**src/rtl/fetch_pkg.sv**
```systemverilog
// fetch_pkg: shared types and constants for the instruction fetch unit.
//   fetch_entry_t    - prefetch buffer entry {pc, inst}; pc is stored at full 32-bit width
//                      so the struct is independent of the fetch unit's ADDR_W.
//   ENTRY_W          - packed width of fetch_entry_t.
//   DEFAULT_RESET_PC - default fetch address loaded on reset.
//   INST_NOP         - canonical no-op encoding (addi x0, x0, 0).
package fetch_pkg;

    typedef struct packed {
        logic [31:0] pc;
        logic [31:0] inst;
    } fetch_entry_t;

    localparam int unsigned ENTRY_W          = $bits(fetch_entry_t);
    localparam logic [31:0] DEFAULT_RESET_PC = 32'h0000_0000;
    localparam logic [31:0] INST_NOP         = 32'h0000_0013;

endpackage

```
**src/rtl/fetch_fifo.sv**
```systemverilog
// fetch_fifo: prefetch buffer of DEPTH fetch_entry_t entries (DEPTH a power of two, >= 2).
// Ports:
//   clk, reset_n  - clock and synchronous active-low reset (empties the buffer).
//   flush         - discards all entries; has priority over push and pop.
//   push, wdata   - write one entry; ignored when full unless a pop happens in the same cycle.
//   pop           - remove the head entry; ignored when empty.
//   rdata         - head entry, read straight from registers; all-zero while empty.
//   full, empty   - occupancy flags.
module fetch_fifo
    import fetch_pkg::*;
#(
    parameter int unsigned DEPTH = 2
) (
    input  logic               clk,
    input  logic               reset_n,
    input  logic               flush,
    input  logic               push,
    input  logic [ENTRY_W-1:0] wdata,
    input  logic               pop,
    output logic [ENTRY_W-1:0] rdata,
    output logic               full,
    output logic               empty
);

    localparam int unsigned PTR_W = $clog2(DEPTH);

    fetch_entry_t     mem_q [DEPTH];
    logic [PTR_W-1:0] wptr_q;
    logic [PTR_W-1:0] rptr_q;
    logic [PTR_W:0]   count_q;

    logic do_push;
    logic do_pop;

    assign full  = (count_q == (PTR_W + 1)'(DEPTH));
    assign empty = (count_q == '0);

    // A push into a full buffer is legal when the head leaves in the same cycle.
    assign do_push = push && (!full || pop) && !flush;
    assign do_pop  = pop && !empty && !flush;

    // Gate the head so stale storage never shows while the buffer is empty.
    assign rdata = empty ? '0 : mem_q[rptr_q];

    always_ff @(posedge clk) begin
        if (do_push) begin
            mem_q[wptr_q] <= fetch_entry_t'(wdata);
        end
    end

    always_ff @(posedge clk) begin
        if (!reset_n || flush) begin
            wptr_q  <= '0;
            rptr_q  <= '0;
            count_q <= '0;
        end else begin
            if (do_push) begin
                wptr_q <= wptr_q + 1'b1;
            end
            if (do_pop) begin
                rptr_q <= rptr_q + 1'b1;
            end
            case ({do_push, do_pop})
                2'b10:   count_q <= count_q + 1'b1;
                2'b01:   count_q <= count_q - 1'b1;
                default: count_q <= count_q;
            endcase
        end
    end

endmodule

```
**src/rtl/fetch_unit.sv**
```systemverilog
// fetch_unit: sequential instruction fetch with a small prefetch buffer and redirect support.
// Optional feature macro: IF_MISALIGN_CHECK_EN (misaligned-redirect flag).
// Ports:
//   clk, reset_n      - clock and synchronous active-low reset.
//   imem_addr         - fetch PC driven to the instruction ROM.
//   imem_inst         - combinational ROM data for imem_addr.
//   redirect_valid    - branch/jump redirect; flushes the buffer and reloads the PC.
//   redirect_target   - redirect byte address; low two bits are dropped.
//   if_valid/if_ready - decode handshake on the buffer head.
//   if_inst, if_pc    - head instruction and its address (zero while empty).
//   fetch_misaligned  - one-cycle pulse after a redirect with a non-word-aligned target.
module fetch_unit
    import fetch_pkg::*;
#(
    parameter int unsigned       ADDR_W   = 12,
    parameter logic [ADDR_W-1:0] RESET_PC = ADDR_W'(DEFAULT_RESET_PC),
    parameter int unsigned       DEPTH    = 2
) (
    input  logic              clk,
    input  logic              reset_n,
    output logic [ADDR_W-1:0] imem_addr,
    input  logic [31:0]       imem_inst,
    input  logic              redirect_valid,
    input  logic [ADDR_W-1:0] redirect_target,
    output logic              if_valid,
    input  logic              if_ready,
    output logic [31:0]       if_inst,
    output logic [ADDR_W-1:0] if_pc,
    output logic              fetch_misaligned
);

    logic [ADDR_W-1:0] pc_q;
    logic [ADDR_W-1:0] pc_d;
    logic [ADDR_W-1:0] aligned_target;

    logic         push;
    logic         pop;
    logic         full;
    logic         empty;
    fetch_entry_t wentry;
    fetch_entry_t head;
    logic         unused_head_pc;

    assign imem_addr      = pc_q;
    assign aligned_target = redirect_target & ~ADDR_W'(3);

    // Redirect wins over the handshake; otherwise fetch whenever a slot is or becomes free.
    assign pop  = !empty && if_ready && !redirect_valid;
    assign push = !redirect_valid && (!full || pop);

    assign wentry.pc   = 32'(pc_q);
    assign wentry.inst = imem_inst;

    always_comb begin
        pc_d = pc_q;
        if (redirect_valid) begin
            pc_d = aligned_target;
        end else if (push) begin
            pc_d = pc_q + ADDR_W'(4);
        end
    end

    always_ff @(posedge clk) begin
        if (!reset_n) begin
            pc_q <= RESET_PC;
        end else begin
            pc_q <= pc_d;
        end
    end

    fetch_fifo #(
        .DEPTH (DEPTH)
    ) u_fifo (
        .clk     (clk),
        .reset_n (reset_n),
        .flush   (redirect_valid),
        .push    (push),
        .wdata   (wentry),
        .pop     (pop),
        .rdata   (head),
        .full    (full),
        .empty   (empty)
    );

    assign if_valid = !empty;
    assign if_inst  = head.inst;
    assign if_pc    = head.pc[ADDR_W-1:0];

    // Upper stored pc bits above ADDR_W are always zero.
    assign unused_head_pc = ^head.pc;

`ifdef IF_MISALIGN_CHECK_EN
    logic misaligned_q;

    always_ff @(posedge clk) begin
        if (!reset_n) begin
            misaligned_q <= 1'b0;
        end else begin
            misaligned_q <= redirect_valid && (redirect_target[1:0] != 2'b00);
        end
    end

    assign fetch_misaligned = misaligned_q;
`else
    assign fetch_misaligned = 1'b0;
`endif

endmodule

```
**config.mk**
```make
export PLATFORM = sky130hd
export DESIGN_NAME = fetch_unit
export DESIGN_NICKNAME = d
export VERILOG_FILES = /design/src/rtl/fetch_pkg.sv /design/src/rtl/fetch_fifo.sv /design/src/rtl/fetch_unit.sv
export SDC_FILE = /design/constraint.sdc
export NUM_CORES = 1
export LEC_CHECK = 0
export CAP_MARGIN = 10
export CELL_PAD_IN_SITES_DETAIL_PLACEMENT = 1
export CELL_PAD_IN_SITES_GLOBAL_PLACEMENT = 1
export CORE_MARGIN = 1.5
export CORE_UTILIZATION = 39
export DETAILED_ROUTE_END_ITERATION = 10
export PLACE_DENSITY = 0.76
export SYNTH_ARGS = -nofsm -noshare
export SYNTH_HDL_FRONTEND = slang
export SYNTH_SLANG_ARGS = --single-unit
export TNS_END_PERCENT = 1
```
**constraint.sdc**
```tcl
create_clock -name clk -period 6.4 [get_ports clk]
set_input_delay 1.6 -clock clk [delete_from_list [all_inputs] [get_ports clk]]
set_output_delay 1.6 -clock clk [all_outputs]
set_load 0.005 [all_outputs]
```
**Word-level counts from Yosys, hierarchy flattened**

Memory sizes are Yosys's and may differ from the RTL's. A register that Yosys moved wholly into a read port is not among the register bits.
Cells that the tools add are included.

- $add $sub $neg: 5
- Equal/unequal tests: 3
- Mux-type cells: 8
- Bitwise gates (word level): 1
- Reductions and logical operators: 17

Operator list:

| cell | count |
|---|---|
| 2-to-1 mux 44 bit | 1 |
| 2-to-1 mux 12 bit | 2 |
| adder 12 x 3 -> 12 bit (second input constant) | 1 |
| logical AND 1 bit | 7 |
| equality test 2 bit (second input constant) | 2 |
| logical NOT 1 bit | 4 |
| 2-to-1 mux 1 bit | 4 |
| case mux 2 bit (2 select lines) | 1 |
| nonzero test 2 bit | 2 |
| adder 1 bit (second input constant) | 2 |
| adder 2 x 1 -> 2 bit (second input constant) | 1 |
| equality test 2 x 1 -> 1 bit (second input constant) | 1 |
| logical NOT 2 bit | 1 |
| logical OR 1 bit | 2 |
| OR reduction 2 bit | 1 |
| subtractor 2 x 1 -> 2 bit (second input constant) | 1 |
| inverter 1 bit | 1 |

- Register bits after elaboration: 16
- Memory bits (writable): 88
- Input port bits: 48
- Output and inout port bits: 58
- Logic and storage cells: 40
- Memories kept: 1

Memories:

| memory | words | bits a word | read ports | clocked after memory_dff | write ports | RTL line | text |
|---|---|---|---|---|---|---|---|
| u_fifo.mem_q | 2 | 44 | 1 | 1 | 1 | fetch_fifo.sv:27 | `fetch_entry_t mem_q [DEPTH];` |

**Logic depth before layout (Yosys ltp)**

- Word-level depth: 10
- Depth in mapped cells: 8
- Mapped depth without buffers: 6

**Modules after synthesis**

From an unflattened synthesis, not the netlist that was laid out.

- Cells, all modules: 374
- Area, all modules: 5679.2 um^2

Modules (own cells, without submodules):

| module | instances | cells each | area an instance (um^2) | seq. area each (um^2) |
|---|---|---|---|---|
| fetch_fifo | 1 | 299 | 5049.8 | 3943.8 |
| fetch_unit | 1 | 75 | 629.4 | 200.2 |

**Worst setup path after synthesis**

Ideal clock, no wire load.

- Path kind: input to register
- Start point: input port if_ready
- End point: memory u_fifo.mem_q[1][0] in the netlist's numbering, enable pin
- Setup time: 0.503 ns
- Arrival time: 4.944 ns
- Data required time: 5.897 ns
- Slack: 0.953 ns
- Stages: 3
- Buffers on the path: 0
- Path through: nand2b_4 -> and2_1 -> nor3b_1

- Longest elaborated chain between the ends: 8

RTL lines:

| item | RTL line | text |
|---|---|---|
| start, declared | fetch_unit.sv:26 | `input logic if_ready,` |
| logical AND 1 bit * (2 in a row) | fetch_unit.sv:48 | `assign pop = !empty && if_ready && !redirect_valid;` |
| logical OR 1 bit * | fetch_fifo.sv:39, fetch_unit.sv:49 |  |
| logical AND 1 bit | fetch_unit.sv:49 | `assign push = !redirect_valid && (!full \|\| pop);` |
| logical AND 1 bit * (2 in a row) | fetch_fifo.sv:39 | `assign do_push = push && (!full \|\| pop) && !flush;` |
| 2-to-1 mux 1 bit * | fetch_fifo.sv:46 | `if (do_push) begin` |
| 2-to-1 mux 1 bit (not written as such) * | fetch_fifo.sv:47 | `mem_q[wptr_q] <= fetch_entry_t'(wdata);` |
| end, declared | fetch_fifo.sv:27 |  |

Mark *: on every way between the ends. The rest lies on a longest branch, timed or not.

==> flow_summary.yaml <==
sta:
  hold_slack_ps: 519
  min_period_ps: 3920
  skew_ps: 7.08
  rsz0062_at_grt: "false"
  worst_pin_slew_ps: 926
  clock.fmax_mhz: 255
  setup_tns_ps: 0
  relSlewSlack: 0.383
  slew_viol_final: 0
  fin_crit_sh: 0.613
  finalSetupViolCount: 0
  hold_violations: 0
grt:
  grt_pass1_vias: 2600
  grt_pass1_wl_um: 13500
  track_usage: 0.162
  antenna_found_initial: 0
  overflow: 0
  grt_max_degree: 46
synthesis:
  yosysTopAreaCell: "edfxtp_1"
  async_flop_share: 0
  synth_cells: 274
  synth_area_mm2: 0.00396
  yosys.area_share.xor_xnor: 0.0243
  synth_edf_count: 84
  synthSimpleGateAreaFrac: 0.0707
  ys_seq_area_frac: 0.712
  yosysMostFrequentCell: "edfxtp_1"
  yosys-top-cells-area: "edfxtp_1 (64%), mux2i_1 (11%), dfxtp_1 (7.6%), nor2_1 (4.5%), xnor2_1 (1.8%)"
  synthDistinctLibCells: 28
  yosysTopAreaCellShare: 0.637
  synth_flop_cell: "edfxtp_1"
  synth-seq-cells: 99
  synth_common_cells: "edfxtp_1 (84), nor2_1 (47), mux2i_1 (44), dfxtp_1 (15), o21ai_0 (11)"
  synth_compound_area_frac: 0.0392
  synth_top_family_by_area: "multiplexers"
  postSynthAreaPerCell_um2: 14.5
  synth-adder-area-share: 0.00947
  synth_warnings: 0
  synthMuxAreaShare: 0.111
pwr:
  vdd_drop_max_mv: 0.108
  p_total_mw: 1.28
  p_leak_nw: 1.72
  p_per_area_mw_per_mm2: 244
run:
  drv_cap: 0
placed_design:
  place_congestion: 0.707
  dp_hpwl_um: 5970
  place.port_buffers: 98
  placedInstanceArea_mm2: 0.00507
setup_path:
  arrival_ps: 2320
  worst_setup_path_start_kind: "flop"
  reg2reg_setup_slack_ps: 3990
  crit_slowest_cell: "dfxtp_2"
  crit_type: "reg2out"
  end_kind: "output port"
  required_ps: 4800
  cpPeakStageDelay_ps: 570
  path_cells: "buf_4 -> mux2i_1 -> nor2_1 -> clkdlybuf4s50_1"
  cp_max_fo: 31
  worstRegToRegCells: 6
floorplanning:
  ioPinCount: 106
  die_w_um: 104
  core_area_mm2: 0.00982
  dieArea_mm2: 0.0108
  die_y_um: 104
  start_util: 0.404
  num_rows: 36
cts:
  path_clk_slew_ps: 90
  cts_root_buffer: "clkbuf_8"
  postCtsSetupBuffers: 0
  h-tree-depth: 3
  cts.repair.resized: 0
  cts_buffer_depth: 2
  numCtsBuffers: 9
  clock_latency_ps: 340
  cts.sinks: 99
  cts_hold_buf: 0
  cts_tree: "yes"
hold_path:
  holdCritPathClass: "reg2reg"
  whs_path_depth: 2
cells_and_area:
  drive_gt1_frac: 0.0661
  fin_area_mm2: 0.00525
  fin_nets: 424
  syn2layout_area_growth_pct: 32.4
  diodes: 0
  fillers: 1024
detailed_routing:
  routed_wl_um: 8570
  postRouteAntennaNets: 0
  drc_errors: 0
  via_per_inst: 4.78
  wl_per_cell_um: 16.8
  dr.pass1.iters: 4
  drt_iter0_markers: 71
  vias: 2443
status:
  outcome: "complete, no violations"
placed cells by master, fill, tap and decap left out, types with 6 or more instances in the layout:
cell	instances
nand3_1	7
nor2_1	47
clkbuf_8	11
o21ai_0	11
dfxtp_1	14
mux2i_1	44
clkdlybuf4s50_1	98
inv_1	6
a21oi_1	10
xnor2_1	8
edfxtp_1	84
critical path, delay by kind of cell, from the launching register on:
| kind | cells | cell delay [ps] |
|---|---|---|
| simple gates | 1 | 140 |
| buf+inv | 2 | 1070 |
| flops | 1 | 570 |
| mux | 1 | 160 |
path summary, 6_finish.rpt:
| path | to | from |
|---|---|---|
| setup / recovery | if_inst[4] | flop |
| hold / removal | u_fifo.rptr_q | u_fifo.rptr_q |
| setup reg to reg | u_fifo.mem_q[1][39] | u_fifo.count_q[0] |
| hold reg to reg | u_fifo.rptr_q | u_fifo.rptr_q |
state kept, by name (all words and copies together) (netlist names), named ones only:
register	count
u_fifo.count_q	2
imem_addr	10
u_fifo.wptr_q	1
u_fifo.rptr_q	1
u_fifo.mem_q	84
final cells by class:
cell class,instances,area (um2),share of cell area
clock buffer,14,163,0.0310
clock inverter,2,10.0,0.00191
inverter,6,22.5,0.00429
multi-input combinational,154,1040,0.198
sequential,99,2820,0.538
tap,133,166,0.0317
timing repair buffer,103,1020,0.194
metrics by stage:
| step | util | worst slack [ps] | instances |
|---|---|---|---|
| 6_report | 0.534 | 2480 | 511 |
| 5_1_grt | 0.534 | 2330 | 511 |
| 3_5_place_dp | 0.517 | 2800 | 495 |
| 4_1_cts | 0.534 | 2410 | 511 |
| 3_3_place_gp | 0.517 | 2840 | 495 |
| 2_1_floorplan | - | 953 | 278 |
where the power goes:
part           internal, mW  switching [mW]  leakage (nW)
Sequential            0.739          0.0186         0.917
Combinational        0.0928          0.0749         0.713
Clock                 0.162           0.192        0.0905
Total                 0.994           0.285          1.72
per-layer routing:
metal / part of all wire / track usage / vias to the layer above / wire (um)
met5: 0 / 0 / - / 0
met3: 0.048 / 0.0415 / 8 / 414
li1: - / - / 1172 / -
met2: 0.51 / 0.280 / 64 / 4370
met1: 0.43 / 0.197 / 1199 / 3690
met4: 0.012 / 0.0565 / 0 / 106
cells by family after synthesis:
group,after synthesis
DFF,99
and+or+nand+nor,65
muxes,44
AOI/OAI and AO/OA,26
buffers and inverters,25
xor gates and xnor gates,11
adders and majority gates,3
other,1
Power figures use the tool's default switching activity.
